==> src/rtl/chacha_keystream_ctrl.sv <==
// ChaCha20 keystream sequencer: runs the round core once per block, launches the serializer,
// buffers bytes in a show-ahead FIFO and truncates to the message length. Option: CHACHA_CTRL_OVF_GUARD_EN.
//
// state      | meaning
// -----------+------------------------------------------------------------
// ST_IDLE    | waiting for start_i
// ST_CORE    | round core running the current block, waiting core_done_i
// ST_WAIT    | waiting until the FIFO can absorb one whole block
// ST_SER     | collecting 64 serializer beats, pushing the in-length bytes
// ST_DRAIN   | all bytes queued; done_o once the consumer empties the FIFO
module chacha_keystream_ctrl #(
    parameter int CNT_BITS   = 32,
    parameter int LEN_BITS   = 16,
    parameter int FIFO_DEPTH = 64
) (
    input  logic                clk_i,
    input  logic                rst_ni,
    input  logic                start_i,
    input  logic [CNT_BITS-1:0] init_counter_i,
    input  logic [LEN_BITS-1:0] msg_len_i,
    output logic                busy_o,
    output logic                done_o,
    output logic                err_o,
    output logic                core_start_o,
    output logic [CNT_BITS-1:0] core_counter_o,
    input  logic                core_done_i,
    output logic                ser_valid_o,
    input  logic [7:0]          ser_byte_i,
    input  logic                ser_byte_valid_i,
    output logic [7:0]          ks_byte_o,
    output logic                ks_valid_o,
    input  logic                ks_ready_i
);

    localparam int AW = $clog2(FIFO_DEPTH);
    localparam int CW = AW + 1;

    localparam logic [2:0] ST_IDLE  = 3'd0;
    localparam logic [2:0] ST_CORE  = 3'd1;
    localparam logic [2:0] ST_WAIT  = 3'd2;
    localparam logic [2:0] ST_SER   = 3'd3;
    localparam logic [2:0] ST_DRAIN = 3'd4;

    logic [2:0]          state_q, state_d;
    logic [CNT_BITS-1:0] counter_q, counter_d;
    logic [LEN_BITS-1:0] bytes_left_q, bytes_left_d;
    logic [5:0]          beat_q, beat_d;
    logic                core_start_q, core_start_d;
    logic                ser_valid_q, ser_valid_d;

    logic [7:0]          mem_q [FIFO_DEPTH];
    logic [AW-1:0]       wr_ptr_q, rd_ptr_q;
    logic [CW-1:0]       count_q;
    logic [CW-1:0]       free_cnt;

    logic                accept, push, pop, fifo_empty, space_ok, last_beat, ctr_stop;
    logic [LEN_BITS-1:0] bl_after;

    assign accept     = (state_q == ST_IDLE) && start_i;
    assign fifo_empty = (count_q == '0);
    assign pop        = !fifo_empty && ks_ready_i;
    assign push       = (state_q == ST_SER) && ser_byte_valid_i && (bytes_left_q != '0);
    assign last_beat  = (state_q == ST_SER) && ser_byte_valid_i && (beat_q == 6'd63);
    assign bl_after   = push ? (bytes_left_q - LEN_BITS'(1)) : bytes_left_q;
    // A pop in the same cycle frees a slot before the next block's first push can land.
    assign free_cnt   = CW'(FIFO_DEPTH) - count_q + CW'(pop);
    assign space_ok   = (free_cnt >= CW'(64));

`ifdef CHACHA_CTRL_OVF_GUARD_EN
    assign ctr_stop = (counter_q == '1);
`else
    assign ctr_stop = 1'b0;
`endif

    always_comb begin
        state_d      = state_q;
        counter_d    = counter_q;
        bytes_left_d = bytes_left_q;
        beat_d       = beat_q;
        core_start_d = 1'b0;
        ser_valid_d  = 1'b0;
        case (state_q)
            ST_IDLE: begin
                if (start_i) begin
                    counter_d    = init_counter_i;
                    bytes_left_d = msg_len_i;
                    beat_d       = '0;
                    if (msg_len_i == '0) begin
                        state_d = ST_DRAIN;
                    end else begin
                        state_d      = ST_CORE;
                        core_start_d = 1'b1;
                    end
                end
            end
            ST_CORE: begin
                if (core_done_i) begin
                    state_d = ST_WAIT;
                end
            end
            ST_WAIT: begin
                if (space_ok) begin
                    state_d     = ST_SER;
                    ser_valid_d = 1'b1;
                    beat_d      = '0;
                end
            end
            ST_SER: begin
                if (ser_byte_valid_i) begin
                    beat_d       = beat_q + 6'd1;
                    bytes_left_d = bl_after;
                end
                if (last_beat) begin
                    if (bl_after == '0) begin
                        state_d = ST_DRAIN;
                    end else if (ctr_stop) begin
                        state_d      = ST_DRAIN;
                        bytes_left_d = '0;
                    end else begin
                        state_d      = ST_CORE;
                        counter_d    = counter_q + CNT_BITS'(1);
                        core_start_d = 1'b1;
                    end
                end
            end
            ST_DRAIN: begin
                if (fifo_empty) begin
                    state_d = ST_IDLE;
                end
            end
            default: state_d = ST_IDLE;
        endcase
    end

    always_ff @(posedge clk_i) begin
        if (!rst_ni) begin
            state_q      <= ST_IDLE;
            counter_q    <= '0;
            bytes_left_q <= '0;
            beat_q       <= '0;
            core_start_q <= 1'b0;
            ser_valid_q  <= 1'b0;
        end else begin
            state_q      <= state_d;
            counter_q    <= counter_d;
            bytes_left_q <= bytes_left_d;
            beat_q       <= beat_d;
            core_start_q <= core_start_d;
            ser_valid_q  <= ser_valid_d;
        end
    end

    always_ff @(posedge clk_i) begin
        if (!rst_ni) begin
            wr_ptr_q <= '0;
            rd_ptr_q <= '0;
            count_q  <= '0;
        end else begin
            if (push) begin
                wr_ptr_q <= wr_ptr_q + AW'(1);
            end
            if (pop) begin
                rd_ptr_q <= rd_ptr_q + AW'(1);
            end
            case ({push, pop})
                2'b10:   count_q <= count_q + CW'(1);
                2'b01:   count_q <= count_q - CW'(1);
                default: count_q <= count_q;
            endcase
        end
    end

    always_ff @(posedge clk_i) begin
        if (push) begin
            mem_q[wr_ptr_q] <= ser_byte_i;
        end
    end

`ifdef CHACHA_CTRL_OVF_GUARD_EN
    logic ovf_q, err_q;

    always_ff @(posedge clk_i) begin
        if (!rst_ni) begin
            ovf_q <= 1'b0;
            err_q <= 1'b0;
        end else if (accept) begin
            ovf_q <= 1'b0;
            err_q <= 1'b0;
        end else begin
            if (last_beat && (bl_after != '0) && ctr_stop) begin
                ovf_q <= 1'b1;
            end
            if (done_o && ovf_q) begin
                err_q <= 1'b1;
            end
        end
    end

    assign err_o = err_q | (done_o & ovf_q);
`else
    assign err_o = 1'b0;
`endif

    assign busy_o         = (state_q != ST_IDLE);
    assign done_o         = (state_q == ST_DRAIN) && fifo_empty;
    assign core_start_o   = core_start_q;
    assign core_counter_o = counter_q;
    assign ser_valid_o    = ser_valid_q;
    assign ks_valid_o     = !fifo_empty;
    assign ks_byte_o      = fifo_empty ? 8'h00 : mem_q[rd_ptr_q];

endmodule

==> config.mk <==
export PLATFORM = sky130hd
export DESIGN_NAME = chacha_keystream_ctrl
export DESIGN_NICKNAME = d
export VERILOG_FILES = /design/src/rtl/chacha_keystream_ctrl.sv
export SDC_FILE = /design/constraint.sdc
export NUM_CORES = 1
export LEC_CHECK = 0
export ABC_AREA = 1
export CAP_MARGIN = 10
export CORE_MARGIN = 4
export CORE_UTILIZATION = 30
export DETAILED_ROUTE_END_ITERATION = 10
export PLACE_DENSITY = 0.49
export SYNTH_ARGS = -nofsm -noshare
export SYNTH_HDL_FRONTEND = slang
export SYNTH_SLANG_ARGS = --single-unit
export TNS_END_PERCENT = 5
==> constraint.sdc <==
create_clock -name clk_i -period 5.7 [get_ports clk_i]
set_input_delay 1.71 -clock clk_i [delete_from_list [all_inputs] [get_ports clk_i]]
set_output_delay 1.71 -clock clk_i [all_outputs]
set_load 0.02 [all_outputs]
==> results.ini <==
[status]
status=complete, no violations

[drt]
drcViolationCount=0
via_per_inst=5.11
detail-route-antenna-nets=0
wirelength_um=76500
drt_iter0_drc=1743
wl_per_cell_um=20.8
firstDrtPassIters=5
vias=18788

[cells_and_area]
area_delta_synth_final_pct=19.5
fin_util_pct=36.1
multi_input_area_um2=7740
final_nets=2555
drive_gt1_share_pct=9.32
seqCellArea_um2=17100
nFillCells=8391
n_antenna_cell=0

[timing]
period_needed_ns=5.62
tightest_slew_ns=0.958
maxSlewViolCount=0
hold_viol_final=0
worst_slack_ns=0.0774
whs_ns=0.481
final-setup-viol-count=0
tns_ns=0
timing.fmax_mhz=178
period_share_pct=98.6
relSlewSlack_pct=35.9
fin_skew_ns=0.0366
rsz0062_at_grt=yes

[place]
gp_congestion=0.808
io_buffers=106
dpl_worst_slack_ns=0.00236
place_hpwl_um=47700

[global_route]
grt_overflow=0
grt_pass1_vias=18755
grt_pass1_wl_um=115000
grt_max_degree=93
antenna_found_initial=1
grt_util_all_layers_pct=16.6

[synth]
ys_seq_area_share_pct=66.4
yosysTopAreaCellShare_pct=59.9
synth_async_sr_flop_share_pct=0
yosys_register_bits=596
synth_area_um2=25700
ys_warn_count=0
synth_area_leaders=edfxtp_1 60%, nor2_1 7.1%, dfxtp_1 6.5%, o21ai_0 6.1%, nand2_1 3.6%
synth.most_common_cell=edfxtp_1
synth_cells=2352
yosys.area.top_type=edfxtp_1
ys_types=48
synth_edf_count=512
syn-mean-instance-area_um2=10.9
ys.flop_type=edfxtp_1
synth_nets=2428
synthTopCellsByCount=512 x edfxtp_1, 484 x nor2_1, 311 x o21ai_0

[die]
boundaryPins=108
dieArea_um2=90400
die_x_um=301
initial_core_util_pct=30.2
core-area_um2=85000
rows=107
dieHeight_um=301

[setup_path]
r2r-start=state_q[0]$_SDFFE_PN0P_
crit_path_max_fanout=43
arrival_ns=3.91
critPathLaunchType=flop
rr_worst_depth=6
required_ns=3.99
rrSetupSlack_ns=1.84
cp-endpoint=ks_byte_o[7]
path_class=flop to output pin
critPathCaptureType=output pin
r2r-end=mem_q[1][7]$_DFFE_PP_

[pwr]
leakagePower_nw=10.4
powerDensity_nw_per_um2=435
p_total_mw=13.3
ir_drop_v=0.000241

[job]
drv_cap=0

[clocking]
clock_tree.buffer_depth=3
hold_buffers=0
cts_root_buffer=clkbuf_16
clock-sinks=596
clock_latency_ns=0.62
htree_levels=3
cts_buffers=70
cts_tree=done
path_clk_slew_ns=0.06

[worst_hold_path]
hold_path_class=flop to flop

-- critical path, stage by stage (launching register included) --
cell and delay, ns:
dfxtp_4 0.47, inv_6 0.25, buf_12 0.26, buf_4 0.24, o21ai_0 0.10, o22ai_1 0.12
nor2_1 0.08, o311ai_0 0.56, nand3_1 0.21, a21oi_1 0.30, clkdlybuf4s50_1 0.68
-- cell families (layout without fill, tap and decap cells) --
| group | Yosys count | in the layout | share of synthesized area (%) |
|---|---|---|---|
| AO/OA/AOI/OAI | 547 | 547 | 12.6 |
| XOR/XNOR | 37 | 37 | 1.26 |
| adder cells (fa/ha/maj) | 14 | 14 | 0.711 |
| buffers and inverters | 231 | 412 | 3.60 |
| flip-flops | 596 | 596 | 66.4 |
| multiplexers | 14 | 14 | 0.546 |
| other | 1 | 1 | 0.0146 |
| AND/OR/NAND/NOR | 912 | 912 | 14.8 |
-- worst min-delay path by stage --
stage          cells after the start                     start                       end  slack, ns
4_1_cts                            1    beat_q[2]$_SDFFE_PN0P_    beat_q[2]$_SDFFE_PN0P_       0.48
2_1_floorplan                      1    beat_q[2]$_SDFFE_PN0P_    beat_q[2]$_SDFFE_PN0P_       0.43
3_3_place_gp                       1    beat_q[2]$_SDFFE_PN0P_    beat_q[2]$_SDFFE_PN0P_       0.45
6_report                           2  rd_ptr_q[3]$_SDFFE_PN0P_  rd_ptr_q[4]$_SDFFE_PN0P_       0.48
5_1_grt                            1    beat_q[2]$_SDFFE_PN0P_    beat_q[2]$_SDFFE_PN0P_       0.50
3_5_place_dp                       1    beat_q[2]$_SDFFE_PN0P_    beat_q[2]$_SDFFE_PN0P_       0.47
-- layer usage --
metal | vias up | wire length, µm | part of all wire, % | track usage (%)
met2 | 628 | 35800 | 47 | 27.0
met5 | - | 19 | 0.025 | 0
li1 | 8739 | - | - | -
met3 | 140 | 4700 | 6.1 | 3.37
met1 | 9279 | 33500 | 44 | 22.3
met4 | 2 | 2480 | 3.2 | 5.74
-- through the flow --
step           instances  area [µm²]
2_1_floorplan       2352       25700
3_3_place_gp        3549       28300
3_5_place_dp        3549       28300
4_1_cts             3676       30600
5_1_grt             3677       30700
6_report            3677       30700
-- registers in the layout (all words and copies together) (netlist names), named ones only --
register	flops
beat_q	6
state_q	3
core_start_o	1
rd_ptr_q	6
ser_valid_o	1
mem_q	512
wr_ptr_q	6
count_q	7
core_counter_o	32
bytes_left_q	16
-- report_power, final --
group          switching [mW]  total [mW]  internal (mW)
Clock                    1.82        4.43           2.61
Sequential              0.290        5.20           4.91
Combinational            2.42        3.71           1.29
Total                    4.53        13.3           8.82
-- area by class of cell --
type / count / area share, %
clock inverters: 34 / 1.30
multi-input cells: 1525 / 25.2
inverters: 91 / 1.14
repair buffers: 195 / 5.98
flip-flops and latches: 596 / 55.6
clock buffers: 92 / 6.11
well taps: 1144 / 4.66
-- cells in the final DEF (no fill, tap or decap), types with 9 or more instances in the layout --
| master | Yosys | routed |
|---|---|---|
| inv_1 | 86 | 84 |
| edfxtp_1 | 512 | 512 |
| clkbuf_1 | 116 | 19 |
| o22ai_1 | 38 | 38 |
| nand4_1 | 10 | 10 |
| clkinv_1 | 3 | 14 |
| a221oi_1 | 11 | 11 |
| buf_12 | 0 | 9 |
| nand3_2 | 10 | 10 |
| nor2_1 | 484 | 483 |
| buf_4 | 2 | 78 |
| o21ai_0 | 311 | 311 |
| clkbuf_16 | 0 | 72 |
| xor2_1 | 30 | 30 |
| mux2i_1 | 14 | 14 |
| nor3_1 | 22 | 22 |
| buf_2 | 11 | 9 |
| nand2_1 | 243 | 243 |
| dfxtp_1 | 84 | 81 |
| o221ai_1 | 91 | 91 |
| ha_1 | 13 | 13 |
| nand3_1 | 104 | 104 |
| a21oi_1 | 69 | 68 |
| clkdlybuf4s50_1 | 0 | 97 |
-- what timing repair did --
action	in CTS	in global routing
setup buffers	1	1
gates resized for setup	5	4
endpoints found under the setup margin	6	4
Note: power is estimated with default switching activity, not from simulation.
==> edit, RTL diff (same flow settings) <==
The option `CHACHA_CTRL_OVF_GUARD_EN` is turned on by a define.
--- a/src/rtl/chacha_keystream_ctrl.sv
+++ b/src/rtl/chacha_keystream_ctrl.sv
@@ -8,6 +8,8 @@
 // ST_WAIT    | waiting until the FIFO can absorb one whole block
 // ST_SER     | collecting 64 serializer beats, pushing the in-length bytes
 // ST_DRAIN   | all bytes queued; done_o once the consumer empties the FIFO
+`define CHACHA_CTRL_OVF_GUARD_EN
+
 module chacha_keystream_ctrl #(
     parameter int CNT_BITS   = 32,
     parameter int LEN_BITS   = 16,
Function: same outputs for any inputs over 4 cycles, from zero or initial values and one cycle with rst_ni low; that may be too few to reach the edited logic, so the function may still have changed.
==> edit against the unedited design <==
  * Critical path depth shrank 1
  * Cell area decreased by 0.62%
  * Critical path type unchanged
  * Largest power group unchanged
  * Maximum frequency increased by 0.25%
  * Sequential cell count up 2
  * Routed wire length fell by 0.96%
  * Total power is 0.20% higher
  * Setup slack gained 14 ps
  * Final cell count down 0.35%
  * Global-route usage decreased by 0.20 points
  * Synthesized area increased by 0.38%
  * Non-clock buffer count fell by 22
==> edit: results (changes against the unedited design) <==
metric;value;unit;change
CP endpoint;ks_byte_o[3];;was ks_byte_o[7]
R2R depth;18;;was 6
net count after synthesis;2444;;was 2428
Synth cell types;45;;was 48
CTS H-Tree Depth;3;;unchanged
Vias/cell;5.12;;was 5.11
most instantiated cells after synthesis;512 x edfxtp_1, 452 x nor2_1, 315 x o21ai_0;;was 512 x edfxtp_1, 484 x nor2_1, 311 x o21ai_0
IO Port Bufs;107;;was 106
Hold Path End;ovf_q;;was rd_ptr_q[4]
CTS max path bufs;3;;unchanged
number of synthesized flops with an enable pin;512;;unchanged
top cells by area, synth;edfxtp_1 60%, dfxtp_1 6.7%, nor2_1 6.6%;;was edfxtp_1 60%, nor2_1 7.1%, dfxtp_1 6.5%
post-cts sizing count;2;;was 5
Total GRT Usage;16.4;%;was 16.6%
nets;2543;;was 2555
Setup WS pre-CTS;398;ps;was 2.36 ps
CP max FO;68;;was 43
largest net degree at the start of global routing;132;;was 93
share of cells above drive strength 1;8.49;%;was 9.32%
Async SR Flop Fraction;0;%;unchanged
hpwl dp;46.0;mm;was 47.7 mm
Compound-Gate Fraction of Synth Area;13.6;%;was 12.6%
worst r2r src;bytes_left_q[0];;was state_q[0]
Adder-Cell Fraction of Synth Area;0.709;%;was 0.711%
Skew-Pair Late Insertion Delay;610;ps;
status;completed;;unchanged
xor and xnor area share after synthesis;1.26;%;about the same
actual slew at the worst max-slew pin;1020;ps;was 958 ps
global-route wire length before repair;115;mm;about the same
HP Start;ovf_q;;was rd_ptr_q[3]
initial antenna violation count;0;;was 1
post-synthesis sequential area ratio;66.3;%;was 66.4%
setup slack, reg-to-reg;2070;ps;was 1840 ps
reg2reg end;core_counter_o[6];;was mem_q[1][7]
Yosys Warn Count;0;;unchanged
mux cell area share after synthesis;0.349;%;was 0.546%
critical path's slowest cell;clkdlybuf4s50_1;;unchanged
vias in the first global route;18500;;was 18800
WL/cell;20.7;um;was 20.8 um
RePlAce Congestion;0.839;;was 0.808
Peak VDD IR;0.330;mV;was 0.241 mV
LEAKAGE;0.0102;uW;was 0.0104 uW
drt initial violations;1629;;was 1743
TritonCTS buffer count;68;;was 70
fmax;178;MHz;about the same
Pint;8720;uW;was 8820 uW
flip-flop count of the largest register after layout;512;;unchanged
WP data arrival;3900;ps;was 3910 ps
skew final;20.2;ps;was 36.6 ps
Placed Area;0.0283;mm2;about the same
edit: final cells by class:
type | instances | area [um2]
Multi-Input combinational cell | 1521 | 7730
Fill cell | 8466 | 54600
Timing Repair Buffer | 173 | 1650
Clock buffer | 91 | 1820
Tap cell | 1144 | 1430
Sequential cell | 598 | 17100
Inverter | 105 | 400
Clock inverter | 32 | 365
edit: cell families (layout without fill, tap and decap cells):
family	count (synthesis)	after routing
flip-flops	598	598
multiplexers	9	9
AND/OR/NAND/NOR	871	871
buffers and inverters	249	401
XOR/XNOR	37	37
adder cells (fa/ha/maj)	14	14
AO/OA/AOI/OAI	590	590
edit: metrics by stage:
step	hold WS (ps)	TNS, ps	instances
after floorplan	430	0	2368
after global placement	441	0	3540
after detailed placement	449	0	3540
after CTS	465	0	3664
after global routing	486	-3.05	3664
final	462	0	3664
edit: worst register-to-register path, cell delays in order (launching register included):
cell	delay [ps]
dfxtp_1	300
inv_1	170
ha_1	300
nand2_2	150
nor2_1	130
nand2_1	90
nand2_2	390
inv_2	260
nand2_1	130
nand2_1	70
nor2_1	120
nand2_1	110
nor2_2	130
nand2_2	80
nand2_2	80
nand2_4	310
nand2_4	460
nand2_1	110
a21oi_1	150
edit: power groups by stage:
stage | Sequential (uW) | Combinational (uW) | Clock (uW)
after floorplan | 5290 | 2410 | 0
after global placement | 5310 | 3760 | 0
after detailed placement | 5310 | 3800 | 0
after CTS | 5210 | 3860 | 4410
after global routing | 5250 | 4270 | 4600
final | 5210 | 3850 | 4310
edit: metal layers:
layer	track usage, %	part of all wire, %	up-vias	wire length, um
met3	3.52	6.8	103	5150
met1	23.1	46	9279	34600
met5	0	0	-	0
met4	4.05	2.1	0	1600
met2	25.9	45	629	34400
li1	-	-	8745	-
